## config.mk

```make
export PLATFORM = sky130hd
export DESIGN_NAME = conv_window_gen
export DESIGN_NICKNAME = d
export VERILOG_FILES = /design/src/rtl/conv_window_gen_pkg.sv /design/src/rtl/conv_window_gen_line_buffer.sv /design/src/rtl/conv_window_gen.sv
export SDC_FILE = /design/constraint.sdc
export NUM_CORES = 1
export LEC_CHECK = 0
export ABC_AREA = 1
export BUFFER_PORTS_ARGS = -buffer_cell sky130_fd_sc_hd__buf_2
export CAP_MARGIN = 40
export CORE_MARGIN = 2
export CORE_UTILIZATION = 55
export CTS_CLUSTER_DIAMETER = 80
export DETAILED_ROUTE_END_ITERATION = 10
export PLACE_DENSITY = 0.82
export SLEW_MARGIN = 20
export SYNTH_ARGS = -nofsm -noshare
export SYNTH_HDL_FRONTEND = slang
export SYNTH_SLANG_ARGS = --single-unit
export TNS_END_PERCENT = 10
```

## constraint.sdc

```tcl
create_clock -name clk -period 5.34 [get_ports clk]
set_input_delay 0.267 -clock clk [delete_from_list [all_inputs] [get_ports clk]]
set_output_delay 0.267 -clock clk [all_outputs]
set_load 0.05 [all_outputs]
```

## src/rtl/conv_window_gen_pkg.sv

```systemverilog
// Shared definitions for the 3x3 convolution window generator: tap indices,
// controller states and the tap-to-adder-operand map.
package conv_window_gen_pkg;

    localparam int WIDTH_DEF = 9;
    localparam int TAPS      = 9;

    // Tap index k = r*3 + c, with r/c = 0 at top/left.
    localparam int K0 = 0;
    localparam int K1 = 1;
    localparam int K2 = 2;
    localparam int K3 = 3;
    localparam int K4 = 4;
    localparam int K5 = 5;
    localparam int K6 = 6;
    localparam int K7 = 7;
    localparam int K8 = 8;

    typedef enum logic [1:0] {
        IDLE,
        RUN,
        DRAIN,
        DONE
    } state_e;

    // Operand slots of the downstream adder tree.
    typedef enum logic [3:0] {
        OP_A0, OP_A1, OP_B0, OP_B1, OP_C0, OP_C1, OP_D0, OP_D1, OP_E
    } operand_e;

    // Which adder-tree operand a given tap feeds.
    function automatic operand_e tap_operand(input int k);
        case (k)
            K0:      return OP_A0;
            K1:      return OP_A1;
            K2:      return OP_B0;
            K3:      return OP_B1;
            K4:      return OP_C0;
            K5:      return OP_C1;
            K6:      return OP_D0;
            K7:      return OP_D1;
            default: return OP_E;
        endcase
    endfunction

endpackage

```

## src/rtl/conv_window_gen_line_buffer.sv

```systemverilog
// One image row of storage: single port, read-before-write. The read is
// combinational so the old contents at addr are visible in the same cycle
// the new pixel is written.
module line_buffer #(
    parameter int WIDTH = 9,
    parameter int DEPTH = 28
) (
    input  logic                     clk,
    input  logic                     we,
    input  logic [$clog2(DEPTH)-1:0] addr,
    input  logic [WIDTH-1:0]         wr_data,
    output logic [WIDTH-1:0]         rd_data
);

    logic [WIDTH-1:0] mem [DEPTH];

    assign rd_data = mem[addr];

    // Write the new pixel; the old value has already been read out.
    // NOTE: storage arrays get no reset -- contents are rewritten before use
    // and a reset would turn the RAM into a large bank of flops.
    always_ff @(posedge clk) begin
        if (we) begin
            mem[addr] <= wr_data;
        end
    end

endmodule

```

## src/rtl/conv_window_gen.sv

```systemverilog
// Builds 3x3 sliding windows from a raster pixel stream using two line
// buffers and a 3x3 register window; emits only fully-interior windows.
module conv_window_gen
    import conv_window_gen_pkg::*;
#(
    parameter int WIDTH = WIDTH_DEF,
    parameter int IMG_W = 28,
    parameter int IMG_H = 28
) (
    input  logic                 clk,
    input  logic                 rst_n,
    input  logic                 start,
    input  logic                 pix_valid,
    input  logic [WIDTH-1:0]     pix_data,
    output logic                 pix_ready,
    output logic                 win_valid,
    input  logic                 win_ready,
    output logic [9*WIDTH-1:0]   win_data,
    output logic                 busy,
    output logic                 done
);

    localparam int CW = $clog2(IMG_W);
    localparam int RW = $clog2(IMG_H);

    localparam logic [CW-1:0] COL_LAST = CW'(IMG_W - 1);
    localparam logic [RW-1:0] ROW_LAST = RW'(IMG_H - 1);
    localparam logic [CW-1:0] COL_MIN  = CW'(2);
    localparam logic [RW-1:0] ROW_MIN  = RW'(2);

    state_e           state;
    state_e           state_next;
    logic [CW-1:0]    col;
    logic [RW-1:0]    row;
    logic [WIDTH-1:0] win      [TAPS];
    logic [WIDTH-1:0] win_next [TAPS];
    logic [9*WIDTH-1:0] win_flat;
    logic [WIDTH-1:0] lb0_q;
    logic [WIDTH-1:0] lb1_q;
    logic             accept;
    logic             emit;
    logic             last_pix;

    assign pix_ready = (state == RUN) && (!win_valid || win_ready);
    assign accept    = pix_valid && pix_ready;
    assign last_pix  = (row == ROW_LAST) && (col == COL_LAST);
    assign emit      = accept && (row >= ROW_MIN) && (col >= COL_MIN);
    assign busy      = (state != IDLE);
    assign done      = (state == DONE);

    // lb0 holds the previous row, lb1 the row before that.
    line_buffer #(.WIDTH(WIDTH), .DEPTH(IMG_W)) u_lb0 (
        .clk     (clk),
        .we      (accept),
        .addr    (col),
        .wr_data (pix_data),
        .rd_data (lb0_q)
    );

    line_buffer #(.WIDTH(WIDTH), .DEPTH(IMG_W)) u_lb1 (
        .clk     (clk),
        .we      (accept),
        .addr    (col),
        .wr_data (lb0_q),
        .rd_data (lb1_q)
    );

    // Post-shift window: each row moves left, new right column comes from
    // lb1 / lb0 / the incoming pixel, top to bottom.
    always_comb begin
        win_next[K0] = win[K1];
        win_next[K1] = win[K2];
        win_next[K2] = lb1_q;
        win_next[K3] = win[K4];
        win_next[K4] = win[K5];
        win_next[K5] = lb0_q;
        win_next[K6] = win[K7];
        win_next[K7] = win[K8];
        win_next[K8] = pix_data;
    end

    // Flatten the post-shift window into the output bus layout.
    always_comb begin
        win_flat = '0;
        for (int k = 0; k < TAPS; k++) begin
            win_flat[k*WIDTH +: WIDTH] = win_next[k];
        end
    end

    // Next-state logic for the frame controller.
    // NOTE: every always_comb output gets a default first so no path can
    // leave it unassigned and infer a latch.
    always_comb begin
        state_next = state;
        case (state)
            IDLE:    if (start) state_next = RUN;
            RUN:     if (accept && last_pix) state_next = DRAIN;
            DRAIN:   if (!win_valid || win_ready) state_next = DONE;
            DONE:    state_next = IDLE;
            default: state_next = IDLE;
        endcase
    end

    // Frame controller state register.
    // NOTE: sequential state uses non-blocking assignments so every flop
    // samples pre-edge values regardless of block ordering.
    always_ff @(posedge clk or negedge rst_n) begin
        if (!rst_n) begin
            state <= IDLE;
        end else begin
            state <= state_next;
        end
    end

    // Raster position of the next pixel to be accepted.
    always_ff @(posedge clk or negedge rst_n) begin
        if (!rst_n) begin
            row <= '0;
            col <= '0;
        end else if (state == IDLE && start) begin
            row <= '0;
            col <= '0;
        end else if (accept) begin
            if (col == COL_LAST) begin
                col <= '0;
                row <= (row == ROW_LAST) ? '0 : row + 1'b1;
            end else begin
                col <= col + 1'b1;
            end
        end
    end

    // 3x3 register window, shifted on every accepted pixel.
    always_ff @(posedge clk or negedge rst_n) begin
        if (!rst_n) begin
            for (int k = 0; k < TAPS; k++) begin
                win[k] <= '0;
            end
        end else if (accept) begin
            for (int k = 0; k < TAPS; k++) begin
                win[k] <= win_next[k];
            end
        end
    end

    // Output register: loads interior windows, holds under backpressure,
    // clears only once consumed with nothing new to load.
    always_ff @(posedge clk or negedge rst_n) begin
        if (!rst_n) begin
            win_valid <= 1'b0;
            win_data  <= '0;
        end else if (emit) begin
            win_valid <= 1'b1;
            win_data  <= win_flat;
        end else if (win_ready) begin
            win_valid <= 1'b0;
        end
    end

endmodule

```

==> impl_metrics.yaml <==
run_status:
  status: "completed"
sta:
  fin_tns_setup_ns: 0
  fmax_mhz: 271
  slew_viol_final: 0
  hold_viol: 0
  worst_pin_slew_ns: 0.839
  fin_skew_ns: 0.0242
  rsz0062_at_grt: "no"
  setup_viol: 0
  layout_worst_path_cycle_share: 0.690
  min_period_ns: 3.69
  setup_slack_ns: 1.65
  max_slew_margin: 0.440
  whs_ns: 0.0348
setup_path:
  cp.arrival_ns: 3.80
  startpoint: "col[0]$_DFFE_PN0P_"
  path_max_fanout: 79
  cp-start-kind: "register"
  end_kind: "register"
  required_ns: 5.46
  r2r_start: "col[0]$_DFFE_PN0P_"
  crit_type: "register to register"
die:
  core_area_um2: 49200
  die_x_um: 228
  fp.dieH_um: 228
  die-area_um2: 51800
  initial_core_util: 0.560
  fp-row-count: 81
  io_pins: 99
logic_synthesis:
  synth_area_per_cell_um2: 9.95
  ys_types: 25
  synth_top_area_cell: "edfxtp_1"
  ys_top_cells_by_area: "edfxtp_1, nand2_1, dfrtp_1"
  synth_area_um2: 27500
  synth_nets: 2790
  synth-seq-cells: 652
  ys_seq_area_frac: 0.685
  netlist_instances: 2766
  synth_warnings: 0
  yosysTopAreaCellShare: 0.550
route:
  dr.first_iter.drc_count: 2463
  postRouteWirelength_um: 67500
  drc_errors: 0
  wl_per_cell_um: 18.9
  firstDrtPassIters: 5
  vias_per_cell: 5.46
  vias: 19500
  ant_nets: 0
final_layout:
  final_nets: 2886
  n_antenna_cell: 0
  area_growth_pct: 12.0
  drive_above_1_share: 0.0910
  post-route-util: 0.627
clock_network:
  clk_latency_ns: 0.64
  cts.reportedPaths.clkPinSlew_ns: 0.06
  cts.path.max_buffers: 3
  htree_levels: 2
  ctsResizeCount: 0
  clkSinkCount: 652
  cts_buffers: 61
  cts_root_buffer: "clkbuf_16"
  cts_tree: "done"
power:
  p_per_area_nw_per_um2: 590
  p_total_mw: 18.2
  leakage_nw: 14.1
  vdd_ir_drop_max_mv: 0.355
grt:
  antenna_found_initial: 0
  grt_usage: 0.262
  grt_max_degree: 96
  grt_pass1_wl_um: 103000
  grt-ovfl-total: 0
  grt_pass1_vias: 19100
min_path:
  min_path_type: "input port to register"
  min-delay-start: "start"
placement:
  io_buffers: 98
  dp_slack_ns: 1.73
  hpwl_um: 40200
  routabilityCongestion: 0.856
run:
  drv_cap: 0
-- where the power goes --
group | internal [mW] | switching [mW]
registers | 6.86 | 0.447
logic | 1.56 | 5.07
clock network | 2.41 | 1.84
-- cells in the final DEF, fill, tap and decap left out, drive strengths merged, types with 3 or more instances in the layout --
cell	n
a21oi	23
buf	157
bufinv	5
clkbuf	81
clkinv	23
dfrtp	148
edfxtp	504
ha	10
inv	370
nand2	1199
nand3	166
nand4	3
nor2	104
nor3	4
o21ai	111
-- through the flow --
| step | std cells | instance area, um2 |
|---|---|---|
| floorplan | 2766 | 27500 |
| global placement | 3445 | 28500 |
| detailed placement | 3458 | 28700 |
| CTS | 3573 | 30700 |
| global route | 3577 | 30800 |
| finish | 3577 | 30800 |
-- Yosys cell counts (all sizes together) --
master	count
clkbuf	23
o31ai	1
o21ai	111
buf	102
inv	366
xor2	1
nor3	4
ha	10
nand4	3
nand3	166
nor2	104
nand2	1199
edfxtp	504
a2bb2oi	1
a21oi	23
dfrtp	148
-- worst max-delay path, stage by stage, from the launching register on --
cell     delay, ns
dfrtp_4       0.78
buf_4         0.75
nand2_1       0.12
nand3_1       0.13
nand2_1       0.07
nand2_1       0.07
nand2_1       0.09
nor2_1        0.39
nand3_2       0.70
-- registers in the layout, summed over array words and instances (netlist names) --
register / count
u_lb1.mem: 252
state: 2
win: 54
u_lb0.mem: 252
win_valid: 1
win_data: 81
col: 5
row: 5
-- final cells by class --
class,count,area (um2)
clock inverter,33,314
inverter,366,1380
tap,664,831
timing repair buffer,158,1130
sequential,652,18800
clock buffer,81,1650
multi-input combinational,1623,6660
fill,3587,18300
-- metal layers --
metal / share of wire / track usage
met1: 0.37 / 0.333
met2: 0.49 / 0.440
met3: 0.10 / 0.0503
met4: 0.041 / 0.114
met5: 0 / 0
-- what timing repair did --
action / CTS / global route
hold endpoints to repair: 76 / 0
setup buffers: 0 / 0
hold buffers: 1 / 0
-- path summary, 6_finish.rpt --
check / to / depth (start not counted) / slack, ns
setup / recovery: u_lb1.mem[27][5]$_DFFE_PP_ / 8 / 1.65
hold / removal: state[1]$_DFFE_PN0P_ / 5 / 0.03
setup reg to reg: u_lb1.mem[27][5]$_DFFE_PP_ / 8 / 1.65
hold reg to reg: win_data[2]$_DFFE_PN0P_ / 2 / 0.46
max in group asynchronous: col[1]$_DFFE_PN0P_ / 4 / 4.03
min in group asynchronous: win_data[32]$_DFFE_PN0P_ / 2 / 0.20
-- cell families (layout without fill, tap and decap cells) --
group	after synthesis	count (layout)	synth area share
and+or+nand+nor	1476	1476	0.211
DFF	652	652	0.685
buffers and inverters	491	638	0.0742
AOI/OAI and AO/OA	136	136	0.0250
adders and majority gates	10	10	0.00455
xor gates and xnor gates	1	1	0.000318
(Power assumes the default switching activity.)
